`config.mk`:
```
export PLATFORM = sky130hd
export DESIGN_NAME = rgb_hex_rx
export DESIGN_NICKNAME = d
export VERILOG_FILES = /design/src/rtl/rgb_uart_pkg.sv /design/src/rtl/hex_decode.sv /design/src/rtl/rgb_hex_rx.sv
export SDC_FILE = /design/constraint.sdc
export NUM_CORES = 1
export LEC_CHECK = 0
export CORE_MARGIN = 8
export CORE_UTILIZATION = 41
export DETAILED_ROUTE_END_ITERATION = 12
export DONT_BUFFER_PORTS = 1
export PLACE_DENSITY = 0.62
export SYNTH_ARGS = -nofsm -noshare
export SYNTH_HDL_FRONTEND = slang
export SYNTH_SLANG_ARGS = --single-unit
```
`constraint.sdc`:
```
create_clock -name clk -period 2.1 [get_ports clk]
set_input_delay 0.315 -clock clk [delete_from_list [all_inputs] [get_ports clk]]
set_output_delay 0.315 -clock clk [all_outputs]
set_load 0.02 [all_outputs]
```
`src/rtl/rgb_uart_pkg.sv`:
```
// Shared types and constants for the RGB hex-frame UART receiver.
// Receive-side mirror of the transmit-side encoding.
package rgb_uart_pkg;

    typedef enum logic {
        IDLE    = 1'b0,
        COLLECT = 1'b1
    } state_t;

    localparam logic [7:0] ASCII_CR  = 8'h0D;
    localparam logic [7:0] ASCII_LF  = 8'h0A;
    localparam logic [7:0] ASCII_0   = 8'h30;
    localparam logic [7:0] ASCII_9   = 8'h39;
    localparam logic [7:0] ASCII_UCA = 8'h41;
    localparam logic [7:0] ASCII_UCF = 8'h46;
    localparam logic [7:0] ASCII_LCA = 8'h61;
    localparam logic [7:0] ASCII_LCF = 8'h66;

    localparam int FRAME_DIGITS           = 6;
    localparam int DEFAULT_TIMEOUT_CYCLES = 50_000_000;

endpackage

```
`src/rtl/hex_decode.sv`:
```
// ASCII hex digit to nibble decoder, purely combinational.
// Accepts 0-9, A-F and a-f; anything else clears is_hex.
module hex_decode
    import rgb_uart_pkg::*;
(
    input  logic [7:0] ch,
    output logic [3:0] nib,
    output logic       is_hex
);

    logic dig;
    logic up;
    logic lo;

    assign dig = (ch >= ASCII_0)   && (ch <= ASCII_9);
    assign up  = (ch >= ASCII_UCA) && (ch <= ASCII_UCF);
    assign lo  = (ch >= ASCII_LCA) && (ch <= ASCII_LCF);

    // Letters: low nibble of 'A'/'a' is 1, so +9 maps them onto 10..15
    always_comb begin
        nib    = 4'd0;
        is_hex = 1'b0;
        unique case (1'b1)
            dig: begin
                nib    = ch[3:0];
                is_hex = 1'b1;
            end
            up, lo: begin
                nib    = ch[3:0] + 4'd9;
                is_hex = 1'b1;
            end
            default: ;
        endcase
    end

endmodule

```
`src/rtl/rgb_hex_rx.sv`:
```
// Collects six ASCII hex digits into an RGB triple.
// Aborts a partial frame on a bad character or an idle timeout.
module rgb_hex_rx
    import rgb_uart_pkg::*;
#(
    parameter int TIMEOUT_CYCLES = DEFAULT_TIMEOUT_CYCLES
) (
    input  logic       clk,
    input  logic       rst_n,
    input  logic [7:0] rxdata,
    input  logic       rxvalid,
    output logic [7:0] r,
    output logic [7:0] g,
    output logic [7:0] b,
    output logic       done,
    output logic       err,
    output logic       busy
);

    localparam int TW = (TIMEOUT_CYCLES > 2) ? $clog2(TIMEOUT_CYCLES) : 1;
    localparam logic [TW-1:0] TMAX = TW'(TIMEOUT_CYCLES - 1);
    localparam logic [2:0]    LAST = 3'(FRAME_DIGITS - 1);

    state_t        state;
    state_t        state_n;
    logic [2:0]    count;
    logic [23:0]   shreg;
    logic [23:0]   asm_w;
    logic [TW-1:0] tcnt;
    logic [3:0]    nib;
    logic          is_hex;
    logic          is_eol;
    logic          shift;
    logic          timeout;
    logic          done_d;
    logic          err_d;

    hex_decode u_dec (
        .ch     (rxdata),
        .nib    (nib),
        .is_hex (is_hex)
    );

    assign is_eol  = (rxdata == ASCII_CR) || (rxdata == ASCII_LF);
    assign shift   = rxvalid && is_hex;
    assign asm_w   = {shreg[19:0], nib};
    assign timeout = (state == COLLECT) && !rxvalid && (tcnt == TMAX);
    assign busy    = (state == COLLECT);

    always_ff @(posedge clk or negedge rst_n) begin
        if (!rst_n) begin
            state <= IDLE;
        end else begin
            state <= state_n;
        end
    end

    always_comb begin
        state_n = state;
        unique case (state)
            IDLE: begin
                if (shift) state_n = COLLECT;
            end
            COLLECT: begin
                if (rxvalid) begin
                    if (!is_hex || count == LAST) state_n = IDLE;
                end else if (timeout) begin
                    state_n = IDLE;
                end
            end
            default: state_n = IDLE;
        endcase
    end

    // A received byte always takes priority over a same-cycle timeout
    always_comb begin
        done_d = 1'b0;
        err_d  = 1'b0;
        unique case (state)
            IDLE: begin
                err_d = rxvalid && !is_hex && !is_eol;
            end
            COLLECT: begin
                done_d = shift && (count == LAST);
                err_d  = (rxvalid && !is_hex) || timeout;
            end
            default: ;
        endcase
    end

    always_ff @(posedge clk or negedge rst_n) begin
        if (!rst_n) begin
            count <= 3'd0;
            shreg <= 24'd0;
            tcnt  <= '0;
            r     <= 8'd0;
            g     <= 8'd0;
            b     <= 8'd0;
            done  <= 1'b0;
            err   <= 1'b0;
        end else begin
            done <= done_d;
            err  <= err_d;
            if (done_d) begin
                r <= asm_w[23:16];
                g <= asm_w[15:8];
                b <= asm_w[7:0];
            end
            if (state_n == IDLE) begin
                count <= 3'd0;
                shreg <= 24'd0;
            end else if (shift) begin
                count <= count + 3'd1;
                shreg <= asm_w;
            end
            if (rxvalid || state == IDLE || timeout) begin
                tcnt <= '0;
            end else begin
                tcnt <= tcnt + TW'(1);
            end
        end
    end

endmodule

```
Yosys cells after proc, flatten, opt, wreduce, memory -nomap -nowiden
Index checks and enable logic that the tools add are counted.

word-level totals
  output and inout port bits = 27
  input bits = 11
  logic and storage cells = 57
  flip-flop bits (word level) = 76

operators by class
  equal/unequal tests = 5
  magnitude comparators = 6
  reductions and logical operators = 19
  add/subtract/negate cells = 3
  mux-type cells = 14
  bitwise logic cells = 1

operators by type and width
  cell                     number
  $mux W20                 2
  $add A26 B1 Y26 const B  1
  $eq A26 B26 Y1 const B   1
  $mux W26                 1
  $eq A8 B4 Y1 const B     2
  $ge A8 B7 Y1 const B     2
  $le A8 B7 Y1 const B     2
  $logic_and A1 B1 Y1      9
  $ge A8 B6 Y1 const B     1
  $le A8 B6 Y1 const B     1
  $pmux W4 S2              1
  $mux W1                  6
  $mux W3                  2
  $logic_or A1 B1 Y1       5
  $add A4 B4 Y4 const B    1
  $pmux W1 S2              2
  $add A3 B1 Y3 const B    1
  $eq A3 B3 Y1 const B     1
  $logic_not A1 Y1         3
  $reduce_or A3 Y1         1
  $ne A2 B1 Y1 const B     1
  $reduce_or A2 Y1         1
  $not A1 Y1               1

Logic depth before layout (Yosys ltp)
  depth after elaboration = 10
  mapped depth = 8

Cells and area by module
A second synthesis with hierarchy kept.

second synthesis, totals
  cells, all modules = 284
  area total of the unflattened synthesis = 3468.3 µm²

modules (own cells, without submodules)
  module      area an instance (µm²)  cells an instance  instances  seq. area each (µm²)
  rgb_hex_rx  3279.4                  260                1          1901.8
  hex_decode  188.9                   24                 1          0.0

Worst setup path after synthesis
Ideal clock, no wire load.

  path type = in2reg
  start = in rxdata[0]
  end = reg b[4]
  path buffers = 1
  path slack = 0.065 ns
  cell stages on the path = 7
  arrival = 1.909 ns
  required time = 1.975 ns
  cells stage by stage = inv_1 ha_1 nor3b_1 a311oi_4 o21ai_4 buf_6 mux2_4

on the way
  longest elaborated chain between the ends = 7

ends and longest elaborated chain
  what                                           RTL line                                              text
  from (decl)                                    rgb_hex_rx.sv:10                                      input logic [7:0] rxdata,
  $ge A8 B7 Y1, or another cell as far along     hex_decode.sv:17                                      assign lo = (ch >= ASCII_LCA) && (ch <= ASCII_LCF);
  $logic_and A1 B1 Y1, on equally long branches  hex_decode.sv:17, hex_decode.sv:15, hex_decode.sv:16
  $reduce_or A3 Y1 (no source line) *            n/a
  $mux W1 *                                      hex_decode.sv:23                                      unique case (1'b1)
  $logic_and A1 B1 Y1 *                          rgb_hex_rx.sv:45                                      assign shift = rxvalid && is_hex;
  $logic_and A1 B1 Y1 *                          rgb_hex_rx.sv:84                                      done_d = shift && (count == LAST);
  $mux W1 *                                      rgb_hex_rx.sv:79                                      unique case (state)
  to (signal assigned)                           rgb_hex_rx.sv:107                                     b <= asm_w[7:0];
  to (decl)                                      rgb_hex_rx.sv:14                                      output logic [7:0] b,

Mark *: on every way between the ends. The rest lies on a longest branch, timed or not.
A chain may end at the register's enable or synchronous reset.

Final worst setup path
  start = reg tcnt[1]
  end = reg count[2]

on the way
  longest elaborated chain between the ends = 6

ends and longest elaborated chain
  what                                                             RTL line           text
  from (decl)                                                      rgb_hex_rx.sv:29   logic [TW-1:0] tcnt;
  from (signal assigned)                                           rgb_hex_rx.sv:119  tcnt <= tcnt + TW'(1);
  $eq A26 B26 Y1 *                                                 rgb_hex_rx.sv:47   assign timeout = (state == COLLECT) && !rxvalid && (tcnt == TMAX);
  $logic_and A1 B1 Y1 *                                            rgb_hex_rx.sv:47
  $mux W1 *                                                        rgb_hex_rx.sv:67   end else if (timeout) begin
  $mux W1 *                                                        rgb_hex_rx.sv:65   if (rxvalid) begin
  $pmux W1 S2 *                                                    rgb_hex_rx.sv:60   unique case (state)
  $ne A2 B1 Y1 (no source line) / $mux W3 (equally long branches)  n/a
  to (signal assigned)                                             rgb_hex_rx.sv:113  count <= count + 3'd1;
  to (decl)                                                        rgb_hex_rx.sv:26   logic [2:0] count;

Marks and branches as above.

==> impl_metrics.yaml <==
status:
  outcome: "complete, no violations"
timing:
  skew_ps: 12.9
  worst_pin_slew_ps: 957
  max_slew_margin_pct: 36.0
  drv_slew: 0
  finalCritPeriodShare_pct: 92.3
  fmax_ghz: 0.516
  rsz0062_at_grt: "false"
  setup_viol: 0
  hold_viol: 0
  fin_crit_ps: 1940
  timing.final.ws_setup_ps: 162
critical_path:
  cp.buffers_inverters: 0
  critical_path.startpoint: "tcnt[1]"
  critical_path.top_delay_family: "compound AO/OA/AOI/OAI gates"
  crit_type: "flop to flop"
  crit_fanout: 3
  cp.depth: 6
  reg2reg_slack_ps: 160
  critPathCaptureType: "flop"
  startpoint_type: "flop"
  cp_slowest_cell: "dfrtp_1"
  cp.required_ps: 2330
  crit_chain: "ha_1 > nand3_1 > or2_2 > o31ai_2 > o21ai_0 > a31o_2"
  worst_path_largest_cell_delay_ps: 370
  r2r_end: "count[2]"
  worst-r2r-cell-count: 6
  crit_end: "count[2]"
  r2r_start: "tcnt[1]"
  crit_arrival_ps: 2170
global_route:
  grt_pass1_vias: 2245
  track_usage_pct: 11.8
  grt-ovfl-total: 0
  antenna_found_initial: 0
  grt_pass1_wl_mm: 11.0
  grt_max_degree: 77
clocking:
  cts_setup_buffers: 0
  clk_path_buf_depth: 2
  clkTransAtPathRegs_ps: 80
  h-tree-depth: 3
  root_buffer: "clkbuf_8"
  clock_sinks: 76
  cts_tree: "done"
  numCtsBuffers: 9
  clkLatencyLatePin_ps: 340
power_and_ir_drop:
  irDropWorstVdd_mv: 0.378
  p_leak_nw: 1.76
  power_density_nw_per_um2: 699
  p_total_w: 0.00270
logic_synthesis:
  synth_fa_ha_area_share_pct: 2.56
  ys.flop_type: "dfrtp_1"
  synth_cells: 283
  synth_xor_area_share_pct: 6.15
  yosys_register_bits: 76
  synthMuxAreaShare_pct: 8.28
  synthSimpleGateAreaFrac_pct: 14.6
  async_flop_share_pct: 100
  synth.cell_area_um2: 3420
  synth.avg_cell_area_um2: 12.1
  ys_warn_count: 0
  synth_top_family_by_area: "simple AND/OR/NAND/NOR gates"
  synth_compound_area_share_pct: 10.4
  ys_types: 46
  synthesis.nets: 301
  synth_edf_count: 0
  synth_seq_area_share_pct: 55.7
hold_path:
  hp-class: "primary input to flop"
floorplanning:
  rows: 33
  dieWidth_um: 107
  die_area_um2: 11500
  die_h_um: 107
  pin_count: 38
  initial_core_util_pct: 42.0
  design.core.area_um2: 8130
layout:
  syn_to_final_growth_pct: 13.3
  fill_cells: 733
  drive_gt1_share_pct: 19.0
  diodes: 0
  final_nets: 319
route:
  via_count: 2170
  totalWireLength_mm: 6.39
  drt-pass1-iter-count: 4
  ant_nets: 0
  drt-vias-per-instance: 5.28
  wl_per_cell_um: 15.5
  post-route-drc-count: 0
  first_iter_violations: 111
placed_design:
  dp_hpwl_mm: 4.30
  routabilityCongestion: 0.773
  io_buffers: 0
  place_ws_ps: -200
run:
  maxCapViolations: 0
==> logic make-up (layout without fill, tap and decap cells) <==
logic type / Yosys count / after routing
xor+xnor: 24 / 24
mux: 22 / 22
compound gates: 43 / 43
fa+ha+maj: 7 / 7
flops: 76 / 76
buf+inv: 16 / 39
simple gates: 95 / 95
==> synthesized netlist by cell type, types with 2 or more instances <==
library cell | number | share of area (%)
nor3_1 | 4 | 0.59
nand3_1 | 12 | 1.8
mux2_2 | 7 | 2.3
o2bb2ai_1 | 5 | 1.3
dfrtp_1 | 76 | 56
and4_1 | 3 | 0.77
mux2_4 | 10 | 4.4
nor2_1 | 36 | 4.0
and2_1 | 2 | 0.37
xnor2_1 | 6 | 1.5
buf_6 | 2 | 0.66
nor3b_1 | 2 | 0.44
nand4_1 | 9 | 1.6
mux2_1 | 3 | 0.99
xor2_1 | 18 | 4.6
inv_1 | 7 | 0.77
o21ai_0 | 4 | 0.59
ha_1 | 7 | 2.6
nand2_1 | 9 | 0.99
nand2b_1 | 2 | 0.37
a22o_1 | 16 | 4.1
clkbuf_1 | 6 | 0.66
a21oi_1 | 7 | 1.0
nor4_1 | 4 | 0.73
mux2i_1 | 2 | 0.59
and3_1 | 4 | 0.73
==> timing repair <==
action | 4_1_cts | 5_1_grt
hold endpoints to repair | 76 | 0
endpoints found under the setup margin | 0 | 16
hold buffers | 2 | 0
resized for setup | 0 | 1
==> area by class of cell <==
type | count | area [µm²] | area share (%)
sequential | 76 | 1900 | 49.1
multi-input combinational | 191 | 1440 | 37.2
timing repair buffer | 16 | 168 | 4.33
tap | 105 | 131 | 3.39
clock buffer | 9 | 124 | 3.20
clock inverter | 7 | 78.8 | 2.04
inverter | 7 | 26.3 | 0.679
==> how the worst min path moves through the flow <==
stage | cells past startpoint | slack, ps | end | startpoint
after floorplan | 0 | 20 | b[0] | rst_n
after global placement | 0 | 20 | b[1] | rst_n
after detailed placement | 0 | 20 | b[3] | rst_n
after CTS | 1 | 90 | b[0] | rxdata[0]
after global routing | 1 | 90 | b[0] | rxdata[0]
final | 1 | 100 | b[0] | rxdata[0]
==> registers in the layout, indices dropped and copies added (netlist names) <==
| name | flops |
|---|---|
| shreg | 20 |
| count | 3 |
| g | 8 |
| r | 8 |
| busy | 1 |
| tcnt | 26 |
| done | 1 |
| b | 8 |
| err | 1 |
==> cells in the final DEF, fill, tap and decap left out, drive strengths merged, types with 3 or more instances in the layout <==
cell type	synthesis	routed
and4	3	3
dfrtp	76	76
o21ai	6	6
nand4	9	9
nand2	9	9
buf	3	15
nor3	4	4
inv	7	11
xnor2	6	6
ha	7	7
mux2	20	20
xor2	18	18
nor4	4	4
o2bb2ai	5	5
nand3	12	12
a22o	16	16
nor2	37	37
and3	4	4
a21oi	7	7
clkbuf	6	9
==> routing by layer <==
metal / vias up / track usage [%] / wire length, µm
li1: 1051 / - / -
met1: 1076 / 15.5 / 3110
met2: 37 / 17.6 / 2890
met3: 6 / 2.93 / 299
met4: 0 / 6.23 / 84
met5: - / 0 / 0
==> worst reg2reg max path, cell delays in order, from the launching register on <==
cell and delay, ps:
dfrtp_1 370, ha_1 210, nand3_1 140, or2_2 360
o31ai_2 310, o21ai_0 160, a31o_2 270
==> stage by stage <==
stage	hold WS (ps)	TNS, ps	util [%]	std cells	cell area (µm²)
2_1_floorplan	19.4	0	-	283	3420
6_report	102	0	47.6	411	3870
4_1_cts	85.4	0	47.5	411	3860
3_5_place_dp	21.1	-3410	44.6	393	3620
5_1_grt	93.0	0	47.6	411	3870
3_3_place_gp	21.2	-2160	44.6	393	3620
==> power breakdown <==
part	leakage [nW]	total [W]	internal, W	switching (W)
registers	1.05	0.00147	0.00147	0.00000562
clock network	0.105	0.00114	0.000566	0.000573
logic	0.601	0.0000936	0.0000336	0.0000600
total	1.76	0.00270	0.00207	0.000639
Power figures use the tool's default switching activity.
